==> src/rtl/sram_arbiter.sv <==
`timescale 1ns/1ps
// sram_arbiter: two-requester round-robin arbiter driving an async SRAM.
// Each transaction walks IDLE -> SETUP -> ACCESS (WAIT_CYC cycles) -> DONE.
// All SRAM strobes are decoded from registered state, so an asynchronous
// clear drops them at once without waiting for a clock edge.
module sram_arbiter #(
  parameter int unsigned AW       = 18,
  parameter int unsigned DW       = 16,
  parameter int unsigned WAIT_CYC = 2
) (
  input  logic          clk,
  input  logic          clr,
  input  logic          req0,
  input  logic          req1,
  input  logic          wr0,
  input  logic          wr1,
  input  logic [AW-1:0] addr0,
  input  logic [AW-1:0] addr1,
  input  logic [DW-1:0] wdata0,
  input  logic [DW-1:0] wdata1,
  output logic          ack0,
  output logic          ack1,
  output logic [DW-1:0] rdata,
  output logic          busy,
  output logic [AW-1:0] sram_addr,
  output logic [DW-1:0] sram_dout,
  input  logic [DW-1:0] sram_din,
  output logic          sram_drive,
  output logic          sram_ce_n,
  output logic          sram_oe_n,
  output logic          sram_we_n
);

  // A wait count of 0 would make ACCESS vanish; clamp it to one cycle.
  localparam int unsigned   WC_I    = (WAIT_CYC == 0) ? 1 : WAIT_CYC;
  localparam logic [3:0]    WC_LAST = 4'(WC_I - 1);

  typedef enum logic [1:0] {
    IDLE   = 2'd0,
    SETUP  = 2'd1,
    ACCESS = 2'd2,
    DONE   = 2'd3
  } state_t;

  state_t        state_q, state_d;
  // gnt_q is both the current grant and the round-robin "last granted" flag.
  logic          gnt_q, gnt_d;
  logic          wr_q, wr_d;
  logic [AW-1:0] addr_q, addr_d;
  logic [DW-1:0] wdata_q, wdata_d;
  logic [DW-1:0] rdata_q, rdata_d;
  logic [3:0]    cnt_q, cnt_d;
  logic          pick;

  // State and transaction registers; clear forces the idle/reset image.
  always_ff @(posedge clk or posedge clr) begin
    if (clr) begin
      state_q <= IDLE;
      gnt_q   <= 1'b1;
      wr_q    <= 1'b0;
      addr_q  <= '0;
      wdata_q <= '0;
      rdata_q <= '0;
      cnt_q   <= '0;
    end else begin
      state_q <= state_d;
      gnt_q   <= gnt_d;
      wr_q    <= wr_d;
      addr_q  <= addr_d;
      wdata_q <= wdata_d;
      rdata_q <= rdata_d;
      cnt_q   <= cnt_d;
    end
  end

  // Next-state logic: arbitration, request latching, wait counting, read capture.
  always_comb begin
    state_d = state_q;
    gnt_d   = gnt_q;
    wr_d    = wr_q;
    addr_d  = addr_q;
    wdata_d = wdata_q;
    rdata_d = rdata_q;
    cnt_d   = cnt_q;
    pick    = req0 & req1 ? ~gnt_q : req1;
    case (state_q)
      IDLE: begin
        if (req0 | req1) begin
          gnt_d   = pick;
          wr_d    = pick ? wr1    : wr0;
          addr_d  = pick ? addr1  : addr0;
          wdata_d = pick ? wdata1 : wdata0;
          state_d = SETUP;
        end
      end
      SETUP: begin
        cnt_d   = '0;
        state_d = ACCESS;
      end
      ACCESS: begin
        if (cnt_q == WC_LAST) begin
          state_d = DONE;
          if (!wr_q) rdata_d = sram_din;
        end else begin
          cnt_d = cnt_q + 4'd1;
        end
      end
      DONE: state_d = IDLE;
      default: state_d = IDLE;
    endcase
  end

  // Strobe decode; drive and oe_n are mutually exclusive because both key off wr_q.
  always_comb begin
    busy       = (state_q != IDLE);
    sram_ce_n  = (state_q == IDLE);
    sram_oe_n  = !(!wr_q && (state_q == SETUP || state_q == ACCESS));
    sram_we_n  = !(wr_q && state_q == ACCESS);
    sram_drive = wr_q && (state_q != IDLE);
    ack0       = (state_q == DONE) && !gnt_q;
    ack1       = (state_q == DONE) && gnt_q;
    sram_addr  = addr_q;
    sram_dout  = wdata_q;
    rdata      = rdata_q;
  end

endmodule

==> config.mk <==
export PLATFORM = sky130hd
export DESIGN_NAME = sram_arbiter
export DESIGN_NICKNAME = d
export VERILOG_FILES = /design/src/rtl/sram_arbiter.sv
export SDC_FILE = /design/constraint.sdc
export NUM_CORES = 1
export LEC_CHECK = 0
export CAP_MARGIN = 30
export CORE_ASPECT_RATIO = 1.2
export CORE_MARGIN = 5
export CORE_UTILIZATION = 44
export CTS_BUF_LIST = sky130_fd_sc_hd__clkbuf_2 sky130_fd_sc_hd__clkbuf_4 sky130_fd_sc_hd__clkbuf_8
export DETAILED_ROUTE_END_ITERATION = 8
export GPL_TIMING_DRIVEN = 0
export PLACE_DENSITY = 0.89
export SYNTH_ARGS = -nofsm -noshare
export SYNTH_HDL_FRONTEND = slang
export SYNTH_SLANG_ARGS = --single-unit
==> constraint.sdc <==
create_clock -name clk -period 3 [get_ports clk]
set_input_delay 0.6 -clock clk [delete_from_list [all_inputs] [get_ports clk]]
set_output_delay 0.6 -clock clk [all_outputs]
set_load 0.005 [all_outputs]
; After elaboration in Yosys (flattened, before gate mapping)
; Cells that the tools add are included.
[word_totals]
input_bits = 90
ff_bits = 58
[op_classes]
bitwise_logic = 4
n_eq_ne = 7
addsub = 1
mux = 9
reduce_logical = 17
[ops]
columns = cell, count
row1 = two-way mux 18 bit, 1
row2 = two-way mux 16 bit, 1
row3 = case mux 2 bit (4 select lines), 1
row4 = case mux 4 bit (2 select lines), 1
row5 = AND reduction 2 bit, 3
row6 = logical AND 1 bit, 5
row7 = adder 4 x 1 -> 4 bit (second input constant), 1
row8 = == test 2 bit (second input constant), 2
row9 = == test 4 x 1 -> 1 bit (second input constant), 1
row10 = logical NOT 1 bit, 4
row11 = two-way mux 2 bit, 2
row12 = two-way mux 4 bit, 1
row13 = inequality test 2 bit (second input constant), 2
row14 = nonzero test 2 bit, 2
row15 = AND reduction 3 bit, 1
row16 = == test 2 x 1 -> 1 bit (second input constant), 1
row17 = logical NOT 2 bit, 1
row18 = two-way mux 1 bit, 2
row19 = inequality test 2 x 1 -> 1 bit (second input constant), 1
row20 = NOT 1 bit, 2
row21 = AND 1 bit, 1
row22 = logical OR 1 bit, 1
row23 = OR 1 bit, 1

; Longest topological paths before layout
[logic_depth]
word_depth = 4
mapped_depth = 6
depth_no_buf = 5

; Worst setup path before layout
; OpenSTA, ideal clock, no wires.
[synth_path]
kind = register -> register
startpoint = register state_q[0]
endpoint = register rdata_q[0], in the netlist rdata[0]
setup_ps = 125
arrival_time_ps = 1511
n_path_buf = 2
t_required_ps = 2875
period_less_slack_ps = 1636
path_stages_with_launch = 7
slack_ps = 1364
path_cell_list = dfrtp_1 -> inv_1 -> ha_1 -> clkbuf_1 -> nand3b_4 -> buf_6 -> mux2_4
[synth_via]
elab_chain_cells = 2
[synth_lines]
columns = item, line
row1 = "start, declared", 45  ; state_t state_q, state_d;
row2 = "start signal, assigned", 66  ; state_q <= state_d;
row3 = == test 2 bit, 86  ; case (state_q)
row4 = AND reduction 3 bit (no source line), n/a
row5 = "end signal, assigned", 71  ; rdata_q <= rdata_d;
row6 = "end, declared", 51  ; logic [DW-1:0] rdata_q, rdata_d;
; No other way between the ends.
; A chain may end at the register's enable or synchronous reset.

; Worst setup path after layout
[layout_path]
startpoint = register state_q[0]
endpoint = output sram_we_n
[layout_via]
elab_chain_cells = 3
[layout_lines]
columns = item, line
row1 = == test 2 bit, 118  ; sram_we_n = !(wr_q && state_q == ACCESS);
row2 = logical AND 1 bit, 118
row3 = logical NOT 1 bit, 118
row4 = "end, declared", 31  ; output logic sram_we_n
; No other way between the ends.

==> results.md <==
- Status: complete, no violations
- Syn nets: 335
- Area after DPL: 4350 um^2
- Initial Utilization: 0.454
- Sink of the worst hold path: sram_addr[17]
- Num ports: 147
- Final worst slack: 395 ps
- Clock Path Buffers: 2
- Setup CP Type: register to output pin
- RSZ-0062 raised after global routing: no
- Core Area: 6090 um^2
- Worst reg2reg path depth: 5
- Multi-input gate area: 1210 um^2
- Post-Route WL: 8.04 mm
- Root buffer cell: clkbuf_8
- Worst Hold Launch: sram_addr[17]
- Placed insts: 466
- PD cells: 941 nW/um^2
- TritonCTS Buffers: 9
- Setup crit start kind: register
- Netlist cell types: 27
- Crit Reg-Reg Startpoint: state_q[0]
- Worst-path maximum fanout: 8
- Final GP Congestion: 0.764
- Max Fclk: 0.384 GHz
- Crit path cell chain: inv_1, ha_1, clkbuf_1, nand2_1, clkdlybuf4s50_1
- Synthesized area: 2760 um^2
- HPWL Detailed: 6.25 mm
- Fill cells: 427
- Via/cell ratio: 4.89
- Bufs and invs on worst path: 3
- CTS resizes: 0
- Vias in the first global route: 2573
- All-Layer GR Usage: 0.207
- Site row count: 31
- Reg2Reg Setup Slack: 1130 ps
- Port Buf Inserts: 146
- Setup WS pre-CTS: 633 ps
- Slowest Stage Delay on Critical Path: 490 ps
- Clock period minus worst slack: 2610 ps
- DR iter-0 viols: 47
- Post-CTS setup buffers: 0
- Number of synthesized register bits: 58
- Syn. warnings: 0
- P_leak: 2.15 nW
- Worst-Margin Slew: 560 ps
- Initial DRT Pass Iterations: 4
- Fraction of layout cells with a size suffix above 1: 0.113
- Synthesized instance count: 237
- # setup viols final: 0
- Die ar.: 7970 um^2
- TritonCTS clock tree: yes
- Diodes inserted: 0
- Die X: 82.4 um
- H-tree Lvls: 3
- Slew Viols, Final: 0
- Worst path slowest cell: clkdlybuf4s50_1
- Final ANT Viol Nets: 0
- Final #Nets: 493
- Setup TNS: 0 ps
- CP Capture Type: output pin
- DRC: 0
- Syn-to-layout area delta: 67.6%
- Register area: 1450 um^2
- Worst Setup SP: state_q[0]
- CTS sink cnt: 58
- Gr ovfl total: 0
- Post-CTS Hold Buffers: 0
- Cell family with most CP delay: buffers and inverters
- Avg WL per Cell: 16.7 um
- Final-report hold violation count: 0
- Finished layout cell area: 4630 um^2
- Critical Path RT: 2400 ps
- Rel. slew slack: 0.624
- Period utilization: 0.868
- Die height: 96.8 um
- Clock Skew: 8.72 ps
- Worst EP arrival: 2010 ps
- Worst min-delay path class: register to register
- First-pass GRT wire length: 12.5 mm
- Initial antenna violation count: 0
- Worst vdd rail ir drop: 0.514 mV
- DR vias: 2356
- Syn avg cell area: 11.7 um^2
- Post-synthesis sequential area ratio: 0.526
- Hold path cells: 2
- MaxCap Viol Count: 0
- Worst-Skew Late Latency: 340 ps
- Worst flop-to-flop path endpoint: sram_dout[7]
- Largest net degree at the start of global routing: 44
- Clock transition time at the flip-flop clock pins of the worst setup and hold paths: 70 ps
- Non-Filler Instances: 482
-- cells by family (layout without fill, tap and decap cells) --
family | Yosys count | count (layout) | share of synthesized area
AND/OR/NAND/NOR | 55 | 55 | 0.100
buffers and inverters | 18 | 181 | 0.0367
multiplexers | 54 | 54 | 0.217
AO/OA/AOI/OAI | 44 | 44 | 0.0837
adder cells (fa/ha/maj) | 8 | 8 | 0.0362
flip-flops | 58 | 58 | 0.526
-- where the power goes --
part	switching [mW]	total (mW)	internal (mW)
sequential	0.229	1.40	1.17
combinational	0.754	1.95	1.19
clock	0.312	1.02	0.704
total	1.30	4.36	3.07
-- cells in the final DEF (no fill, tap or decap) --
cell type / count
clkdlybuf4s50_1: 146
dfrtp_1: 57
nand2_1: 37
o21ai_0: 37
mux2i_1: 36
clkbuf_8: 12
mux2_4: 10
clkbuf_1: 8
mux2_2: 8
ha_1: 8
buf_6: 4
nor2b_1: 4
inv_1: 4
nand3_1: 4
bufinv_16: 4
a21oi_1: 3
nand2b_1: 3
o21ai_1: 1
a21bo_2: 1
buf_4: 1
nor3b_4: 1
nor2_1: 1
nor3b_1: 1
or3b_1: 1
o32a_1: 1
nand3b_4: 1
and2_1: 1
inv_2: 1
or4b_1: 1
a31oi_1: 1
dfstp_2: 1
buf_12: 1
-- metrics by stage --
| stage | hold WS, ps | utilization | power (mW) |
|---|---|---|---|
| 6_report | 481 | 0.761 | 4.36 |
| 5_1_grt | 509 | 0.761 | 4.64 |
| 4_1_cts | 483 | 0.761 | 4.41 |
| 3_5_place_dp | 469 | 0.714 | 3.37 |
| 3_3_place_gp | 461 | 0.711 | 3.28 |
| 2_1_floorplan | 473 | - | 2.23 |
-- sequential cells by signal (all words and copies together), names as in the netlist --
signal     cells
cnt_q          4
gnt_q          1
wr_q           1
sram_dout     16
state_q        2
sram_addr     18
rdata         16
-- worst reg2reg max path, cell delays in order, from the launching register on --
cell and delay [ps]:
dfrtp_1 400, inv_1 120, ha_1 300, o21ai_1 340, clkbuf_1 380, o21ai_0 180
-- cell usage after synthesis --
master     n  area share
mux2_4    10       0.054
nor2_1     1      0.0014
nand2_1   37       0.050
o21ai_1    1      0.0018
buf_6      4       0.016
o32a_1     1      0.0036
mux2i_1   36        0.13
or4b_1     1      0.0036
a21bo_2    1      0.0036
mux2_2     8       0.033
nor3b_4    1      0.0068
and2_1     1      0.0023
a21oi_1    3      0.0054
buf_4      1      0.0027
nand3b_4   1      0.0072
clkbuf_1   8       0.011
ha_1       8       0.036
o21ai_0   37       0.067
nor3b_1    1      0.0027
dfstp_2    1      0.0095
nand3_1    4      0.0072
a31oi_1    1      0.0023
dfrtp_1   57        0.52
inv_1      5      0.0068
nor2b_1    4      0.0091
or3b_1     1      0.0032
nand2b_1   3      0.0068
-- worst max path at each step --
| stage | cells after the start | end | slack [ps] |
|---|---|---|---|
| 2_1_floorplan | 1 | cnt_q[0] | 970 |
| 3_3_place_gp | 2 | sram_addr[8] | -50 |
| 3_5_place_dp | 4 | sram_dout[12] | 630 |
| 4_1_cts | 5 | sram_we_n | 370 |
| 5_1_grt | 5 | sram_we_n | 250 |
| 6_report | 5 | sram_we_n | 390 |
-- metal layers --
| layer | track usage | part of all wire | vias up |
|---|---|---|---|
| met5 | 0 | 0 | - |
| met4 | 0.0793 | 0.020 | 0 |
| met3 | 0.0771 | 0.094 | 13 |
| met2 | 0.365 | 0.52 | 100 |
| met1 | 0.214 | 0.36 | 1110 |
| li1 | - | - | 1133 |
-- area by class of cell --
cell class,instances,share of cell area
Multi-Input combinational cell,161,0.261
Buffer,13,0.0178
Sequential cell,58,0.314
Clock buffer,12,0.0356
Inverter,5,0.00405
Clock inverter,4,0.0259
Timing Repair Buffer,147,0.320
Tap cell,82,0.0221
No activity file was read; power rests on OpenSTA's default activity.
==> patch, RTL diff (same flow settings) <==
Change the parameter `AW` from 18 to 36.
--- a/src/rtl/sram_arbiter.sv
+++ b/src/rtl/sram_arbiter.sv
@@ -4,7 +4,7 @@
 // All SRAM strobes are decoded from registered state, so an asynchronous
 // clear drops them at once without waiting for a clock edge.
 module sram_arbiter #(
-  parameter int unsigned AW       = 18,
+  parameter int unsigned AW       = 36,
   parameter int unsigned DW       = 16,
   parameter int unsigned WAIT_CYC = 2
 ) (
Interface: changed (resized addr0, addr1 and sram_addr); port bits go from 147 to 201. No check against the original RTL was run, so the function may have changed too.
==> patch against the unedited design <==
  * Synthesized area is 28% higher
  * Sequential cell count is 18 higher
  * Design area is 28% higher
  * Setup slack better by 37 ps
  * Total power is 28% higher
  * Combinational power is 40% higher
  * Count of clock-buffer cells in the layout is 1 lower
  * Critical endpoint unchanged
  * Routed wire length is 48% higher
==> patch: results (changes against the unedited design) <==
metric	value	unit	change
CTS Buf Count	9		unchanged
first-pass GRT wire length	18900	µm	+50%
worst min-delay path category	reg -> reg		
fillers	536		+26%
P_leak	2.58	nW	+20%
global route overflow	0		unchanged
maximum clock insertion buffer count	2		unchanged
Seq/Total Area, Yosys	53.7	%	+1.1 points
worst-margin pin slew	539	ps	-21.8 ps
worst skew pair latency	340	ps	about the same
setup bufs post-CTS	0		unchanged
layout net count	721		+46%
yosys warns	0		unchanged
most common cell in the netlist	nand2_1		
PostCTS Resize Cnt	0		unchanged
DR vias	3551		+51%
Routability Congestion	0.832		+8.9%
CTS H-tree lvls	3		unchanged
initial antenna violation count	0		unchanged
Net Switching	1.83	mW	+41%
Peak VDD IR	476	µV	-7.4%
ys async rst share	100	%	unchanged
CP max stage cell	clkdlybuf4s50_1		
initial drt markers	146		+210%
Synth cell types	28		+3.7%
routed vias/inst	5.19		+6.2%
Post-synth top cells	nand2_1 (108), dfrtp_1 (75), a31oi_1 (54), nor2_1 (54), buf_2 (20)		
DRT Pass-1 Iters	4		unchanged
Critical Path AT	1970	ps	-40 ps
Slowest Stage Delay on Critical Path	470	ps	-20 ps
Root Buffer	clkbuf_8		
gr usage total	24.1	%	+3.5 points
share of layout cells above drive strength 1	10.5	%	-0.78 points
hpwl dp	9430	µm	+51%
Post-Syn Nets	509		+52%
Port Buf Inserts	200		+37%
CP max FO	8		unchanged
Largest register FFs	36		+18
Reg clk slew, reported paths	90	ps	+20 ps
DR WL/cell	17.4	µm	+4.2%
status	complete, no violations		
pin count of the biggest net entering global routing	40		-9.1%
Area contributors post-synth	dfrtp_1 (53%), nand2_1 (11%), a31oi_1 (9.5%)		
dpl cells	668		+43%
vias in the first global route	3806		+48%
clock skew	12.1	ps	+3.38 ps
Antenna diodes	0		unchanged
Mapped Cells	375		+58%
==> patch: power by group through the flow <==
stage	sequential, mW	clock (mW)	combinational [mW]
floorplan	1.87	0	1.14
global placement	1.82	0	2.64
detailed placement	1.87	0	2.75
CTS	1.85	1.00	2.77
global route	1.92	1.05	2.99
finish	1.85	0.988	2.73
==> patch: path summary, 6_finish.rpt <==
| kind | start | end | slack [ps] | cells after the start |
|---|---|---|---|---|
| setup / recovery | state_q[0] | sram_we_n | 430 | 5 |
| setup reg to reg | state_q[0] | sram_addr[3] | 970 | 7 |
| max in group asynchronous | clr | gnt_q | 1730 | 3 |
| hold reg to reg | rdata[15] | rdata[15] | 510 | 1 |
| min in group asynchronous | clr | sram_dout[11] | 630 | 2 |
| hold / removal | rdata[15] | rdata[15] | 510 | 1 |
==> patch: kinds of logic after synthesis <==
group	synth area share (%)
fa+ha+maj	2.82
flops	53.7
mux	7.06
buf+inv	4.10
simple gates	21.0
compound gates	11.3
==> patch: layer usage <==
metal  track usage [%]  routed length [µm]  vias up
li1                  -                   -     1681
met1              25.3                4220     1692
met2              45.3                6350      158
met3              7.72                1070       20
met4              8.28                 249        0
met5                 0                   0        -
==> patch: final cells by class <==
class | instances | area, µm² | share of cell area, %
Timing Repair Buffer | 201 | 2020 | 34.0
Sequential cell | 76 | 1900 | 32.0
Multi-Input combinational cell | 269 | 1500 | 25.2
Clock buffer | 11 | 151 | 2.55
Buffer | 25 | 126 | 2.13
Tap cell | 92 | 115 | 1.94
Clock inverter | 5 | 106 | 1.79
Inverter | 5 | 21.3 | 0.358
==> patch: worst max-delay path: cells and delay by family, from the launching register on <==
kind / cells / cell delay, ps
adder cells (fa/ha/maj): 1 / 160
buffers and inverters: 3 / 940
flip-flops: 1 / 420
AND/OR/NAND/NOR: 1 / 110
==> patch: metrics by stage <==
step | setup WS [ps] | instance area [µm²]
after global routing | 304 | 5940
after global placement | -722 | 5660
after CTS | 402 | 5940
final | 431 | 5940
after floorplan | 463 | 3540
after detailed placement | 594 | 5680
